## src/rtl/coin_input_conditioner.sv

```systemverilog
// coin_input_conditioner
//   Front end for the vending FSM. The raw insert/cancel buttons and coin
//   value switches are synchronized. The insert and cancel buttons are then
//   debounced. Each debounced insert press is queued as one coin event in a
//   small FIFO. A cancel press becomes a sticky request.
//
//   Optional build macro: COIN_FIFO_DROP_OLDEST_EN
//     defined   : a push into a full FIFO (no same-cycle pop) discards the
//                 oldest coin and keeps the new one; coin_ovf pulses.
//     undefined : a push into a full FIFO drops the new coin; coin_ovf pulses.
//
//   Ports
//     clk, rst      : clock, synchronous active-high reset
//     insert_raw    : raw coin-insert button (async, bouncy)
//     cancel_raw    : raw cancel button (async, bouncy)
//     coin_val_raw  : raw 2-bit coin value switches (async)
//     coin_valid    : FIFO non-empty, coin_code is valid
//     coin_code     : coin value at FIFO head (registered)
//     coin_ack      : pops the head (one-cycle pulse)
//     coin_count    : number of queued coins
//     cancel_req    : a cancel press is pending
//     cancel_ack    : clears cancel_req
//     coin_ovf      : one-cycle pulse when a push hits a full FIFO
//
//   Handshakes: a coin transfers on any cycle where coin_valid && coin_ack.
//   coin_ack with coin_valid low is ignored. cancel_req stays high until a
//   cycle with cancel_ack. If a new cancel press lands in that same cycle,
//   the request stays set.
module coin_input_conditioner #(
  parameter int DEBOUNCE_CYCLES = 1000000,
  parameter int FIFO_DEPTH      = 4
) (
  input  logic                          clk,
  input  logic                          rst,
  input  logic                          insert_raw,
  input  logic                          cancel_raw,
  input  logic [1:0]                    coin_val_raw,
  output logic                          coin_valid,
  output logic [1:0]                    coin_code,
  input  logic                          coin_ack,
  output logic [$clog2(FIFO_DEPTH):0]   coin_count,
  output logic                          cancel_req,
  input  logic                          cancel_ack,
  output logic                          coin_ovf
);

  localparam int AW   = $clog2(FIFO_DEPTH);
  localparam int NW   = AW + 1;
  localparam int CW   = (DEBOUNCE_CYCLES > 1) ? $clog2(DEBOUNCE_CYCLES) : 1;
  localparam logic [CW-1:0] CNT_MAX = CW'(DEBOUNCE_CYCLES - 1);
  localparam logic [NW-1:0] FULL_N  = NW'(FIFO_DEPTH);

  // Two-flop synchronizers.
  logic       ins_s1, ins_s2, can_s1, can_s2;
  logic [1:0] val_s1, val_s2;

  // Debounce state.
  logic [CW-1:0] ins_cnt, can_cnt;
  logic          ins_lvl, can_lvl, ins_lvl_d, can_lvl_d;

  // Edge events are registered once before they act on the FIFO and on
  // cancel_req. This stage sets the end-to-end latency.
  logic          push_r, can_rise_r;
  logic [1:0]    push_code;

  // FIFO storage and control.
  logic [1:0]    mem [FIFO_DEPTH];
  logic [AW-1:0] wr_ptr, rd_ptr, rd_next;
  logic          full, pop, do_write, rd_adv, ovf_next;

  always_ff @(posedge clk) begin
    if (rst) begin
      ins_s1 <= 1'b0; ins_s2 <= 1'b0;
      can_s1 <= 1'b0; can_s2 <= 1'b0;
      val_s1 <= '0;   val_s2 <= '0;
    end else begin
      ins_s1 <= insert_raw;   ins_s2 <= ins_s1;
      can_s1 <= cancel_raw;   can_s2 <= can_s1;
      val_s1 <= coin_val_raw; val_s2 <= val_s1;
    end
  end

  // The level flips only after DEBOUNCE_CYCLES consecutive mismatching
  // samples. Any sample that agrees with the level restarts the count.
  always_ff @(posedge clk) begin
    if (rst) begin
      ins_cnt <= '0;
      ins_lvl <= 1'b0;
    end else if (ins_s2 == ins_lvl) begin
      ins_cnt <= '0;
    end else if (ins_cnt == CNT_MAX) begin
      ins_lvl <= ~ins_lvl;
      ins_cnt <= '0;
    end else begin
      ins_cnt <= ins_cnt + CW'(1);
    end
  end

  always_ff @(posedge clk) begin
    if (rst) begin
      can_cnt <= '0;
      can_lvl <= 1'b0;
    end else if (can_s2 == can_lvl) begin
      can_cnt <= '0;
    end else if (can_cnt == CNT_MAX) begin
      can_lvl <= ~can_lvl;
      can_cnt <= '0;
    end else begin
      can_cnt <= can_cnt + CW'(1);
    end
  end

  // Rising edges of the debounced levels. The coin value is captured in the
  // same cycle as the insert edge.
  always_ff @(posedge clk) begin
    if (rst) begin
      ins_lvl_d  <= 1'b0;
      can_lvl_d  <= 1'b0;
      push_r     <= 1'b0;
      can_rise_r <= 1'b0;
      push_code  <= '0;
    end else begin
      ins_lvl_d  <= ins_lvl;
      can_lvl_d  <= can_lvl;
      push_r     <= ins_lvl & ~ins_lvl_d;
      can_rise_r <= can_lvl & ~can_lvl_d;
      push_code  <= val_s2;
    end
  end

  // Set wins over ack, so a press in the ack cycle is not lost.
  always_ff @(posedge clk) begin
    if (rst)             cancel_req <= 1'b0;
    else if (can_rise_r) cancel_req <= 1'b1;
    else if (cancel_ack) cancel_req <= 1'b0;
  end

  assign coin_valid = (coin_count != '0);
  assign full       = (coin_count == FULL_N);
  assign pop        = coin_ack & coin_valid;

  // A pop frees a slot in the same cycle, so push+pop while full both succeed.
  always_comb begin
    do_write = 1'b0;
    rd_adv   = pop;
    ovf_next = 1'b0;
    if (push_r) begin
      if (!full || pop) begin
        do_write = 1'b1;
      end else begin
        ovf_next = 1'b1;
`ifdef COIN_FIFO_DROP_OLDEST_EN
        // Overwrite the oldest slot (wr_ptr == rd_ptr when full) and step
        // the read pointer past it.
        do_write = 1'b1;
        rd_adv   = 1'b1;
`endif
      end
    end
  end

  assign rd_next = rd_ptr + AW'(rd_adv);

  always_ff @(posedge clk) begin
    if (rst) begin
      for (int i = 0; i < FIFO_DEPTH; i++) mem[i] <= '0;
      wr_ptr     <= '0;
      rd_ptr     <= '0;
      coin_count <= '0;
      coin_code  <= '0;
      coin_ovf   <= 1'b0;
    end else begin
      if (do_write) mem[wr_ptr] <= push_code;
      wr_ptr   <= wr_ptr + AW'(do_write);
      rd_ptr   <= rd_next;
      coin_ovf <= ovf_next;
      case ({do_write, rd_adv})
        2'b10:   coin_count <= coin_count + NW'(1);
        2'b01:   coin_count <= coin_count - NW'(1);
        default: coin_count <= coin_count;
      endcase
      // The head register must see the coin being written this cycle when
      // that coin lands exactly at the new read position.
      if (do_write || rd_adv) begin
        if (do_write && (rd_next == wr_ptr)) coin_code <= push_code;
        else                                 coin_code <= mem[rd_next];
      end
    end
  end

endmodule

```

## config.mk

```make
export PLATFORM = sky130hd
export DESIGN_NAME = coin_input_conditioner
export DESIGN_NICKNAME = d
export VERILOG_FILES = /design/src/rtl/coin_input_conditioner.sv
export SDC_FILE = /design/constraint.sdc
export NUM_CORES = 1
export LEC_CHECK = 0
export BUFFER_PORTS_ARGS = -buffer_cell sky130_fd_sc_hd__buf_2
export CORE_MARGIN = 4
export CORE_UTILIZATION = 29
export CTS_BUF_LIST = sky130_fd_sc_hd__clkbuf_8
export DETAILED_ROUTE_END_ITERATION = 10
export GPL_TIMING_DRIVEN = 0
export PLACE_DENSITY_LB_ADDON = 0.08
export SYNTH_ARGS = -nofsm -noshare
export SYNTH_HDL_FRONTEND = slang
export SYNTH_SLANG_ARGS = --single-unit
export TNS_END_PERCENT = 10
```

## constraint.sdc

```tcl
create_clock -name clk -period 2.5 [get_ports clk]
set_input_delay 0.625 -clock clk [delete_from_list [all_inputs] [get_ports clk]]
set_output_delay 0.625 -clock clk [all_outputs]
set_load 0.1 [all_outputs]
```

==> flow_metrics.env <==
export IMPL_placementRows=38
export IMPL_syn_to_final_growth_pct=14.5
export IMPL_wire_per_inst_um=12.8
export IMPL_die_area_mm2=0.0132
export IMPL_crit_type="register to register"
export IMPL_synthCells=352
export IMPL_regArea_mm2=0.00159
export IMPL_maxSlewHeadroom_pct=40.0
export IMPL_clock_sinks=75
export IMPL_p_int_w=0.00189
export IMPL_synth_warnings=0
export IMPL_ys_types=48
export IMPL_path_cells="o31ai_2, inv_1, ha_1, xor3_1, nor4b_1, o311a_1, o21ai_0"
export IMPL_vias_per_cell=4.69
export IMPL_drtPass1Iterations=4
export IMPL_ant_nets=0
export IMPL_combPwrFrac_pct=1.6
export IMPL_maxUsedRoutingLayer="met4"
export IMPL_critPathMaxFanout=7
export IMPL_routabilityCongestion=0.722
export IMPL_grt_util_all_layers_pct=10.9
export IMPL_clockBufferDepth=2
export IMPL_synthesis_nets=366
export IMPL_setup_viol=0
export IMPL_drt_iter0_markers=94
export IMPL_clkTransAtPathRegs_ns=0.08
export IMPL_required_ns=2.74
export IMPL_drc=0
export IMPL_fin_area_mm2=0.00379
export IMPL_routed_wl_mm=6.65
export IMPL_sequentialPowerShare_pct=52.0
export IMPL_yosysTopAreaCell="dfxtp_1"
export IMPL_yosys_top_cells_area="dfxtp_1 40%, edfxtp_1 7.3%, nor2_1 4.3%, xor2_1 4.2%, xnor2_1 3.7%"
export IMPL_synth_edff_count=8
export IMPL_cts_made_buffers=9
export IMPL_grt_max_degree=13
export IMPL_cts_root_buf="clkbuf_8"
export IMPL_start_util_pct=30.0
export IMPL_grt_antenna_before_repair=0
export IMPL_synth_avg_cell_area_um2=9.41
export IMPL_synth_area_mm2=0.00331
export IMPL_fmax_mhz=455
export IMPL_period_minus_slack_ns=2.20
export IMPL_port_buffers=14
export IMPL_routed_wl_met3_um=234
export IMPL_multi_input_area_mm2=0.00161
export IMPL_ys_ff_latch=75
export IMPL_hpwl_mm=4.71
export IMPL_ys_seq_area_share_pct=47.8
export IMPL_cts_hold_buf=0
export IMPL_yosysMostFrequentCell="dfxtp_1"
export IMPL_clock_skew_ns=0.00614
export IMPL_place_area_mm2=0.00356
export IMPL_netlist_area_leader_share_pct=40.5
export IMPL_cp_end_kind="register"
export IMPL_synth_commonest_cells="67 x dfxtp_1, 38 x nor2_1, 18 x inv_1"
export IMPL_maxCapViolCount=0
export IMPL_grt_ovfl_total=0
export IMPL_critPathTopFamily="compound AO/OA/AOI/OAI gates"
export IMPL_crit_path_max_incr_delay_ns=0.39
export IMPL_drive_gt1_share_pct=11.5
export IMPL_fillers=1145
export IMPL_start_kind="register"
export IMPL_core_area_mm2=0.0110
export IMPL_post_route_util_pct=34.4
export IMPL_post_route_period_util_pct=88.0
export IMPL_hold_path_class="register to register"
export IMPL_wl_met1_mm=3.39
export IMPL_rsz0062_at_grt="false"
export IMPL_grt_pass1_vias=2409
export IMPL_power_switching_w=0.000477
export IMPL_p_per_area_mw_per_mm2=625
export IMPL_wl_met2_mm=2.85
export IMPL_die_y_um=115
export IMPL_clk_latency_ns=0.35
export IMPL_n_antenna_cell=0
export IMPL_clock_power_share_pct=46.3
export IMPL_htreeDepth=3
export IMPL_vias=2446
export IMPL_slowest_stage="xor3_1"
export IMPL_cp_num_buf_inv=1
export IMPL_synthArstFlopShare_pct=0
export IMPL_tritoncts="built"
export IMPL_tightest_slew_ns=0.888
export IMPL_finalHoldViolCount=0
export IMPL_grt_first_pass_wirelength_mm=11.4
export IMPL_p_leak_nw=1.30
export IMPL_chipWidth_um=115
export IMPL_status="complete, no violations"
export IMPL_synth_ff_type="dfxtp_1"
export IMPL_netSwitchingFraction_pct=20.1
export IMPL_worstPathArrival_ns=2.44
export IMPL_hold_ws_ns=0.385
export IMPL_nets=390
export IMPL_drv_slew=0
export IMPL_io_pins=16
export IMPL_irDropWorstVdd_mv=0.407
-- routing by layer --
layer | GRT usage (%) | vias to the layer above
met5 | 0 | -
met4 | 5.32 | 0
met3 | 3.42 | 16
met2 | 16.7 | 37
met1 | 14.0 | 1111
li1 | - | 1282
-- cell usage in the layout (no fill, tap or decap), drive strengths merged, types with 2 or more instances in the layout --
cell type and count:
bufinv 3, nor2 38, nor3b 2, ha 5, or4b 3, dfxtp 67
and3 6, o31ai 7, nand2 16, xor2 16, or2 2, inv 18
and2 6, nand4 10, and4 4, clkinv 4, mux4 2, or3 12
o211ai 2, nor2b 17, clkbuf 20, nand3 16, or4 7, xnor2 14
a21oi 15, o21a 4, o21ai 15, buf 16, nor4b 4, edfxtp 8
nor3 5, nor4 5
-- worst register-to-register path, stage by stage (launching register included) --
cell,delay [ns]
dfxtp_2,0.35
o31ai_2,0.35
inv_1,0.12
ha_1,0.25
xor3_1,0.39
nor4b_1,0.30
o311a_1,0.24
o21ai_0,0.09
-- path summary, 6_finish.rpt --
check,to,cells after the start,startpoint,slack [ns]
setup / recovery,coin_code[1]$_SDFFE_PP0P_,7,coin_count[2]$_SDFFE_PP0P_,0.30
hold / removal,push_r$_SDFF_PP0_,1,ins_lvl_d$_SDFF_PP0_,0.39
setup reg to reg,coin_code[1]$_SDFFE_PP0P_,7,coin_count[2]$_SDFFE_PP0P_,0.30
hold reg to reg,push_r$_SDFF_PP0_,1,ins_lvl_d$_SDFF_PP0_,0.39
-- stage by stage --
step                      setup WS, ns  std cells  total power [W]  setup TNS (ns)
after detailed placement      -0.00122        506          0.00130        -0.00122
after CTS                       0.0740        522          0.00242               0
final                            0.301        521          0.00237               0
after global placement        -0.00712        506          0.00130        -0.00826
after global routing             0.102        521          0.00247               0
after floorplan                  0.122        352          0.00128               0
-- cells by family (layout without fill, tap and decap cells) --
family                   count (synthesis)  in the layout  share of synthesized area [%]
AO/OA/AOI/OAI                           47             47                           8.65
adder cells (fa/ha/maj)                  6              6                           2.49
AND/OR/NAND/NOR                        158            158                           27.0
XOR/XNOR                                31             31                           8.65
flip-flops                              75             75                           47.8
buffers and inverters                   32             61                           3.74
multiplexers                             3              3                           1.70
-- registers in the layout, indices dropped and copies added (netlist names), 2 cells and up --
| name | count |
|---|---|
| coin_code | 2 |
| push_code | 2 |
| ins_cnt | 20 |
| rd_ptr | 2 |
| val_s2 | 2 |
| mem | 8 |
| can_cnt | 20 |
| coin_count | 3 |
| val_s1 | 2 |
| wr_ptr | 2 |
-- power groups by stage --
stage | logic [W] | clock network (W) | registers (W)
6_report | 0.0000390 | 0.00110 | 0.00123
5_1_grt | 0.0000445 | 0.00119 | 0.00123
4_1_cts | 0.0000403 | 0.00115 | 0.00123
3_5_place_dp | 0.0000401 | 0 | 0.00126
3_3_place_gp | 0.0000399 | 0 | 0.00126
2_1_floorplan | 0.0000256 | 0 | 0.00126
-- cell type report --
cell class,count,area share (%)
sequential,75,41.8
buffer,13,1.39
clock inverter,7,2.80
timing repair buffer,14,1.85
clock buffer,9,3.27
tap,140,4.62
multi-input combinational,245,42.5
inverter,18,1.78
-- what timing repair did --
action / 4_1_cts / 5_1_grt
buffers inserted: 0 / 0
gates resized for setup: 0 / 1
setup endpoints to repair: 0 / 2
Power figures use the tool's default switching activity.
